`src/rtl/pkg_audio.sv`:
```
// Shared types and constants for the audio tone path.
package pkg_audio;

   typedef enum logic [1:0] {
      ST_IDLE  = 2'd0,
      ST_RUN   = 2'd1,
      ST_DRAIN = 2'd2
   } t_tone_st;

   localparam logic [8:0] GAIN_UNITY = 9'd256;
   localparam int         GAIN_SHIFT = 8;

   typedef logic signed [15:0] t_sample;

   // One click-free ramp step of the gain toward its target.
   function automatic logic [8:0] gain_step(input logic [8:0] gain, input logic [8:0] target);
      if (gain < target)
         return gain + 9'd1;
      else if (gain > target)
         return gain - 9'd1;
      else
         return gain;
   endfunction

endpackage

```
`src/rtl/gen_tone_nco_tick.sv`:
```
// Sample-rate strobe: one-cycle pulse every p_divider clocks, active-high synchronous reset.
module gen_tone_nco_tick #(
   parameter int p_divider = 1042
) (
   input  logic i_clk,
   input  logic i_rst,
   input  logic i_stop,
   output logic o_tick
);

   localparam int CNT_W = $clog2(p_divider);
   localparam logic [CNT_W-1:0] RELOAD = CNT_W'(p_divider - 1);

   logic [CNT_W-1:0] cnt_q;

   always_ff @(posedge i_clk) begin
      if (i_rst) begin
         cnt_q  <= '0;
         o_tick <= 1'b0;
      end else if (i_stop) begin
         o_tick <= 1'b0;
      end else if (cnt_q == '0) begin
         cnt_q  <= RELOAD;
         o_tick <= 1'b1;
      end else begin
         cnt_q  <= cnt_q - 1'b1;
         o_tick <= 1'b0;
      end
   end

endmodule

```
`src/rtl/gen_tone_nco.sv`:
```
// Tone source: phase accumulator -> external cosine lookup -> ramped gain -> req/ack to the codec driver.
//
// state    | meaning
// ST_IDLE  | silent, phase held at 0, zero-valued samples keep the driver fed
// ST_RUN   | tone running, gain steps toward the clamped target each tick
// ST_DRAIN | enable dropped, gain steps down to 0 then returns to IDLE
module gen_tone_nco
   import pkg_audio::*;
#(
   parameter int p_divider = 1042,
   parameter int p_phase_w = 16,
   parameter int p_dat_w   = 16
) (
   input  logic                        i_clk,
   input  logic                        i_rst,
   input  logic                        i_en,
   input  logic [p_phase_w-1:0]        i_tune,
   input  logic [8:0]                  i_amp,
   output logic [p_phase_w-1:0]        o_phase,
   input  logic signed [p_dat_w-1:0]   i_cos,
   output logic signed [p_dat_w-1:0]   o_dat,
   output logic                        o_req,
   input  logic                        i_ack,
   output logic                        o_busy,
   output logic [7:0]                  o_ovr_cnt
);

   logic tick_s;
   logic tick_rst;

   t_tone_st               st_q, st_d;
   logic [p_phase_w-1:0]   acc_q, acc_d;
   logic [8:0]             gain_q, gain_d;
   logic [8:0]             amp_tgt;
   logic [8:0]             gain_dec;

   logic                       v1_q, v2_q;
   logic signed [p_dat_w-1:0]  cos_q;
   logic signed [p_dat_w+8:0]  prod;
   logic signed [p_dat_w-1:0]  scaled;

   assign tick_rst = ~i_rst;

   gen_tone_nco_tick #(
      .p_divider (p_divider)
   ) u_tick (
      .i_clk  (i_clk),
      .i_rst  (tick_rst),
      .i_stop (1'b0),
      .o_tick (tick_s)
   );

   assign amp_tgt  = (i_amp > GAIN_UNITY) ? GAIN_UNITY : i_amp;
   assign gain_dec = (gain_q == 9'd0) ? 9'd0 : gain_q - 9'd1;

   always_comb begin
      st_d   = st_q;
      gain_d = gain_q;
      acc_d  = acc_q;
      if (i_en) begin
         st_d   = ST_RUN;
         gain_d = gain_step(gain_q, amp_tgt);
         acc_d  = acc_q + i_tune;
      end else begin
         case (st_q)
            ST_IDLE: begin
               gain_d = 9'd0;
               acc_d  = '0;
            end
            default: begin
               gain_d = gain_dec;
               // Zero the phase on the same edge that leaves DRAIN so the next tone starts at phase 0.
               if (gain_dec == 9'd0) begin
                  st_d  = ST_IDLE;
                  acc_d = '0;
               end else begin
                  st_d  = ST_DRAIN;
                  acc_d = acc_q + i_tune;
               end
            end
         endcase
      end
   end

   always_ff @(posedge i_clk) begin
      if (!i_rst) begin
         st_q    <= ST_IDLE;
         gain_q  <= 9'd0;
         acc_q   <= '0;
         o_phase <= '0;
      end else if (tick_s) begin
         st_q    <= st_d;
         gain_q  <= gain_d;
         acc_q   <= acc_d;
         o_phase <= acc_q;
      end
   end

   assign o_busy = (st_q != ST_IDLE);

   // Gain is stable between ticks (p_divider >= 4), so it can feed the multiplier directly.
   assign prod   = cos_q * $signed({1'b0, gain_q});
   assign scaled = p_dat_w'(prod >>> GAIN_SHIFT);

   always_ff @(posedge i_clk) begin
      if (!i_rst) begin
         v1_q      <= 1'b0;
         v2_q      <= 1'b0;
         cos_q     <= '0;
         o_dat     <= '0;
         o_req     <= 1'b0;
         o_ovr_cnt <= 8'd0;
      end else begin
         v1_q <= tick_s;
         v2_q <= v1_q;
         if (v1_q)
            cos_q <= i_cos;
         if (v2_q) begin
            if (o_req && !i_ack) begin
               if (o_ovr_cnt != 8'hFF)
                  o_ovr_cnt <= o_ovr_cnt + 8'd1;
            end else begin
               o_dat <= scaled;
               o_req <= 1'b1;
            end
         end else if (i_ack) begin
            o_req <= 1'b0;
         end
      end
   end

endmodule

```
`config.mk`:
```
export PLATFORM = sky130hd
export DESIGN_NAME = gen_tone_nco
export DESIGN_NICKNAME = d
export VERILOG_FILES = /design/src/rtl/pkg_audio.sv /design/src/rtl/gen_tone_nco_tick.sv /design/src/rtl/gen_tone_nco.sv
export SDC_FILE = /design/constraint.sdc
export NUM_CORES = 1
export LEC_CHECK = 0
export CAP_MARGIN = 20
export CORE_MARGIN = 1
export CORE_UTILIZATION = 37
export CTS_BUF_LIST = sky130_fd_sc_hd__clkbuf_8 sky130_fd_sc_hd__clkbuf_16
export CTS_CLUSTER_SIZE = 14
export DETAILED_ROUTE_END_ITERATION = 10
export PLACE_DENSITY_LB_ADDON = 0.05
export SLEW_MARGIN = 20
export SYNTH_ARGS = -nofsm -noshare
export SYNTH_HDL_FRONTEND = slang
export SYNTH_HIERARCHICAL = 1
export SYNTH_SLANG_ARGS = --single-unit
```
`constraint.sdc`:
```
create_clock -name i_clk -period 9.8 [get_ports i_clk]
set_clock_uncertainty 0.1 [all_clocks]
set_input_delay 1.96 -clock i_clk [delete_from_list [all_inputs] [get_ports i_clk]]
set_output_delay 1.96 -clock i_clk [all_outputs]
set_load 0.01 [all_outputs]
```
# Word level (Yosys, flattened, before mapping)
# Index checks and enable logic that the tools add are counted.
# word_totals
register_bits	98
word_cells	59
# classes
n_addsub	5
multipliers	1
n_lt_le_gt_ge	3
eq_ne	4
muxes	17
n_bitwise	2
n_reduce_logical	14
# op_table
cell	n
9-bit two-way mux	6
16-bit two-way mux	3
16-bit by 10-bit multiplier with 24-bit output	1
9-bit logical NOT	2
16-bit adder	1
11-bit logical NOT	1
11-bit two-way mux	1
11-bit by 1-bit subtractor with 11-bit output (second input constant)	1
9-bit by 1-bit adder with 9-bit output (second input constant)	1
9-bit > comparator	1
9-bit > comparator (second input constant)	1
9-bit < comparator	1
9-bit by 1-bit subtractor with 9-bit output (second input constant)	1
8-bit by 1-bit adder with 8-bit output (second input constant)	1
8-bit inequality test (second input constant)	1
2-bit AND reduction	4
2-bit two-way mux	3
1-bit two-way mux	4
2-bit inequality test (second input constant)	2
2-bit nonzero test	2
3-bit by 1-bit inequality test with 1-bit output (second input constant)	1
3-bit AND reduction	1
2-bit logical NOT	1
1-bit NOT	2
other kinds (3)	3

# Depth between registers and ports, before layout
# logic_depth
word_depth	6
depth_mapped	22
mapped_depth_nobuf	20

# By module
# Netlist, hierarchy kept.
# modules_own_cells
module	n_inst	cells_each	area_each_um2
gen_tone_nco	1	1028	9148.8
gen_tone_nco_tick	1	65	583.1

# Worst setup path after synthesis
# Ideal clock, no wire load.
# synth_timing
path_kind	reg2reg
from	register gain_q[6]
to	register o_dat[15]
setup_ps	132
t_arrival_ps	5649
required_ps	9568
slack_ps	3919
path_stages_with_launch	22
n_path_buf	2
synth_period_minus_slack_ps	5881
cell_sequence	dfxtp_1 > clkbuf_1 > clkbuf_1 > nand2_1 > fa_1 > inv_1 > fa_1 > fa_1 > fa_1 > inv_1 > fa_1 > inv_1 > ha_1 > and3_1 > a221o_1 > a221oi_1 > inv_1 > a31o_4 > a21oi_4 > o2111ai_1 > xnor2_1 > a21oi_1
# synth_via
elab_chain_len	1
# synth_rtl
item	line	rtl
start: declaration	gen_tone_nco.sv:33	logic [8:0] gain_q, gain_d;
start signal: assignment	gen_tone_nco.sv:93	gain_q <= gain_d;
16-bit by 10-bit multiplier with 24-bit output	gen_tone_nco.sv:102	assign prod = cos_q * $signed({1'b0, gain_q});
end signal: assignment	gen_tone_nco.sv:123	o_dat <= scaled;
end: declaration	gen_tone_nco.sv:21	output logic signed [p_dat_w-1:0] o_dat,
# Every way passes these cells.
# A chain may end at the register's enable or synchronous reset.

# Worst setup path after layout
# Same ends and word-level chain as after synthesis.

==> impl.org <==
** Outcome
- Result of the run :: complete, no violations

** Synthesis
- After synthesis the netlist holds a flip-flop and latch count of 98.
- The share of synthesized area in the top cell type comes to 0.237.
- Count of flip-flops with a built-in enable after synthesis :: 0
- Most used flip-flop cell after synthesis :: sky130_fd_sc_hd__dfxtp_1
- Post-Syn Nets :: 1332
- Leading post-synthesis cells by cell area :: sky130_fd_sc_hd__fa_1, sky130_fd_sc_hd__dfxtp_1, sky130_fd_sc_hd__ha_1, sky130_fd_sc_hd__inv_1, sky130_fd_sc_hd__and2_1
- Cell taking the most area after synthesis :: sky130_fd_sc_hd__fa_1
- For this run, asynchronously set or reset flops after synthesis account for 0.
- During synthesis, Yosys emitted a total of 6 warnings.
- Dividing the synthesized area by the synthesized cell count gives 8.90 um^2.
- Cell area after synthesis :: between 0.009 and 0.01 mm^2
- Share of synthesized area occupied by flip-flops and latches :: 0.202
- Post-Syn Instances :: 1093
- The netlist uses 75 different library cells.

** Clock network
- H-tree lvl count :: 3
- CTS root buf :: sky130_fd_sc_hd__clkbuf_16
- TritonCTS Buffers :: 9
- The clock reaches the later pin of the worst-skew pair after 0.36 ns.
- CTS tree :: built
- No sink is reached through more buffers than the 2 on the longest clock path.
- Clock tree synthesis found a total of between 90 and 100 sinks.
- In this run, post-CTS hold repair placed 0 buffers.
- Post-cts gate resize count :: 0
- Clock transition at the registers of the reported paths :: 0.08 ns
- Setup bufs post-CTS :: 0

** GRT
- For met3 alone, demand over resource in global routing was 0.0341.
- Initial antenna violation count :: 0
- Met1 usage in global routing :: 0.265
- Total gr overflow :: 0
- Global Route Usage Sum :: 0.196
- After global routing, the most crowded layer is met2.
- First-pass GRT wire length :: 40600 um
- Vias in the first global route :: between 7000 and 8000
- Entering global routing, the biggest net connects 37 pins.
- For this run, global-route usage on met2 was measured as 0.324.

** Worst setup path
- The critical path contains buffers and inverters numbering 4 combined.
- STA classifies the critical path startpoint as a register.
- Counting stages on the worst path, the most repeated cell is sky130_fd_sc_hd__fa_1.
- For this design, the slowest cell found on the critical path is sky130_fd_sc_hd__dfxtp_1.
- Reg2Reg Capture Point :: o_dat[15]$_SDFFE_PN0P_
- Largest stage delay on the critical path :: 1.00 ns
- Among cell families on the critical path, the largest total delay comes from adder cells.
- In this run the register-to-register setup slack is approximately 3.5 ns.
- STA puts the critical path data required time at 9.94 ns.
- The most critical setup path has its startpoint at gain_q[6]$_SDFFE_PN0P_.
- For the worst setup path, the data arrival time is 6.43 ns.
- Type of the worst setup path :: register to register
- In this run the worst path has a maximum fanout of 25.
- The number of cells on the worst reg-to-reg path is 19.
- The startpoint identified for the worst register-to-register timing path is gain_q[6]$_SDFFE_PN0P_.
- Sort of element at the end of the critical path :: register
- The critical path goes through nand2_1 -> fa_1 -> inv_1 -> fa_1 -> fa_1 -> fa_1 -> inv_1 -> fa_1 -> inv_1 -> ha_1 -> and3_1 -> a221o_1 -> a221oi_1 -> inv_1 -> a31o_4 -> a21oi_4 -> o2111ai_1 -> xnor2_1 -> a21oi_1.

** Final layout
- Count of placed standard cells in the final layout, fillers left out :: 1478
- Fin nets :: 1382
- Antenna diodes :: 0
- Relative to the synthesized area, the layout overhead comes to 15.0%.
- Of the cells placed in the final design, the portion with a size suffix greater than 1 is 0.0436.

** Routing
- Via count :: about 7400
- After detailed routing, the average wire length per cell comes to 16.5 um.
- The final layout contains routed wiring with a total length of 24400 um.
- After the first detailed-routing iteration, the DRC count stood at 271.
- In the routed design, unresolved DRC markers number 0.
- DRT Pass-1 Iters :: 4
- Number of nets with antenna violations after routing :: 0
- Via/cell ratio :: 5.00

** Pwr
- Combinational Power Share :: 0.228
- Switch share :: 0.339
- VDD sags by at most a little over 0.09 mV.
- Sequential share of power :: 0.416
- Cell internal power dissipation :: 0.740 mW
- Static leakage :: 5.18 nW
- In this run the power spent charging and discharging nets is between 0.3 and 0.4 mW.
- Of the total power, the clock network draws 0.356.
- Power density over the cells :: 100 mW/mm^2

** Min path
- The path class of the tightest hold or removal check is register to register.
- Hold path cells :: 2
- The worst hold path terminates at o_dat[10]$_SDFFE_PN0P_.
- Min-delay src :: o_dat[10]$_SDFFE_PN0P_

** Floorplanning
- Starting density of the core :: 0.382
- Pin placement for this block handled 87 I/O pins.
- Core region area :: roughly 0.025 mm^2
- The floorplan step set the die width to 164 um.
- Num rows :: 58
- Total Die Area :: 0.0270 mm^2
- In this run the vertical extent of the chip is between 150 and 200 um.

** Timing
- Slew at the pin closest to its max-slew limit :: around 1.0 ns
- Headroom to the max-slew limit came out at 0.319.
- Period utilisation layout :: 0.641
- Final number of setup-violating endpoints :: 0
- Setup total negative slack :: 0 ns
- For the finished layout, the period the worst path requires is 6.28 ns.
- Highest attainable clock frequency :: 159 MHz
- RSZ-0062 raised after global routing :: no
- The final-report max-slew violation count is 0.
- The hold violation total from the final report is 0.

** Placement
- At the end of routability-driven placement, the weighted congestion stood at 0.805.
- Total of buffers placed on input and output ports :: 86
- DP Cell Count :: 1462
- After legalization and detailed placement, the total HPWL measured 18400 um.

** Flow run
- MaxCap Viol Count :: 0
==> cells in the mapped netlist (all sizes together), types with 14 or more instances <==
library cell	instances
nand3	23
ha	79
a21oi	36
o21ai	23
a22o	15
nand2	111
clkbuf	44
buf	14
xnor2	28
mux2i	39
and2	78
inv	143
xor2	16
fa	115
nor3	16
dfxtp	98
nor2	80
==> worst max path at each step <==
| stage | depth (start not counted) | endpoint | slack [ns] |
|---|---|---|---|
| global placement | 19 | o_dat[15]$_SDFFE_PN0P_ | 3.62 |
| finish | 19 | o_dat[15]$_SDFFE_PN0P_ | 3.52 |
| detailed placement | 19 | o_dat[15]$_SDFFE_PN0P_ | 3.53 |
| floorplan | 21 | o_dat[15]$_SDFFE_PN0P_ | 3.92 |
| global route | 19 | o_dat[15]$_SDFFE_PN0P_ | 3.12 |
| CTS | 19 | o_dat[15]$_SDFFE_PN0P_ | 3.49 |
==> power groups by stage <==
stage,Combinational [mW],Clock (mW),Sequential (mW)
floorplan,0.202,0,0.448
global placement,0.258,0,0.475
detailed placement,0.257,0,0.474
CTS,0.258,0.417,0.466
global route,0.287,0.429,0.470
finish,0.255,0.398,0.465
==> per-layer routing <==
layer / wire length, um / up-vias
met5: 0 / -
li1: - / 3666
met3: 995 / 16
met2: 11300 / 112
met1: 11800 / 3593
met4: 363 / 0
==> metrics by stage <==
step	total power [mW]	hold WS [ns]	setup WS, ns	instance area [um^2]	utilization
after CTS	1.14	0.365	3.49	11200	0.439
after floorplan	0.650	0.349	3.92	9730	-
final	1.12	0.360	3.52	11200	0.439
after detailed placement	0.731	0.354	3.53	10900	0.427
after global routing	1.19	0.380	3.12	11200	0.439
after global placement	0.733	0.343	3.62	10900	0.427
==> flip-flops by register name, summed over array words and instances (netlist names), 2 cells and up <==
register,count
st_q,2
cos_q,16
o_phase,16
acc_q,16
gain_q,9
o_ovr_cnt,8
u_tick/cnt_q,11
o_dat,16
==> cell usage in the layout (no fill, tap or decap), types with 9 or more instances in the layout <==
cell type,instances
sky130_fd_sc_hd__inv_1,141
sky130_fd_sc_hd__fa_1,115
sky130_fd_sc_hd__nand2_1,111
sky130_fd_sc_hd__dfxtp_1,98
sky130_fd_sc_hd__clkdlybuf4s50_1,86
sky130_fd_sc_hd__nor2_1,80
sky130_fd_sc_hd__ha_1,79
sky130_fd_sc_hd__and2_1,78
sky130_fd_sc_hd__mux2i_1,39
sky130_fd_sc_hd__a21oi_1,33
sky130_fd_sc_hd__xnor2_1,28
sky130_fd_sc_hd__nand3_1,23
sky130_fd_sc_hd__xor2_1,16
sky130_fd_sc_hd__o21ai_0,15
sky130_fd_sc_hd__nor3_1,15
sky130_fd_sc_hd__a22o_1,15
sky130_fd_sc_hd__buf_4,11
sky130_fd_sc_hd__nor2b_1,10
sky130_fd_sc_hd__o21a_1,10
sky130_fd_sc_hd__or3_1,10
sky130_fd_sc_hd__clkbuf_16,9
==> worst reg2reg max path: stages, from the launching register on <==
cell	delay, ns
sky130_fd_sc_hd__dfxtp_1	1.00
sky130_fd_sc_hd__nand2_1	0.19
sky130_fd_sc_hd__fa_1	0.58
sky130_fd_sc_hd__inv_1	0.05
sky130_fd_sc_hd__fa_1	0.47
sky130_fd_sc_hd__fa_1	0.52
sky130_fd_sc_hd__fa_1	0.58
sky130_fd_sc_hd__inv_1	0.06
sky130_fd_sc_hd__fa_1	0.53
sky130_fd_sc_hd__inv_1	0.04
sky130_fd_sc_hd__ha_1	0.31
sky130_fd_sc_hd__and3_1	0.22
sky130_fd_sc_hd__a221o_1	0.34
sky130_fd_sc_hd__a221oi_1	0.27
sky130_fd_sc_hd__inv_1	0.08
sky130_fd_sc_hd__a31o_4	0.23
sky130_fd_sc_hd__a21oi_4	0.19
sky130_fd_sc_hd__o2111ai_1	0.16
sky130_fd_sc_hd__xnor2_1	0.16
sky130_fd_sc_hd__a21oi_1	0.08
==> cell type report <==
cell class              count  area [um^2]
multi-input cells         793         7010
well taps                 330          413
repair buffers             97          943
fillers                  2534        14300
clock buffers               9          225
inverters                 144          541
flip-flops and latches     98         1960
clock inverters             7         95.1
==> cell families (layout without fill, tap and decap cells) <==
kind of cell / count (synthesis) / after routing / share of synthesized area
AOI/OAI and AO/OA: 146 / 146 / 0.113
muxes: 41 / 41 / 0.0424
other: 1 / 1 / 0.000385
buffers and inverters: 202 / 257 / 0.0783
adders and majority gates: 194 / 194 / 0.338
and+or+nand+nor: 367 / 367 / 0.186
xor gates and xnor gates: 44 / 44 / 0.0396
DFF: 98 / 98 / 0.202
Note: power is estimated with default switching activity, not from simulation.
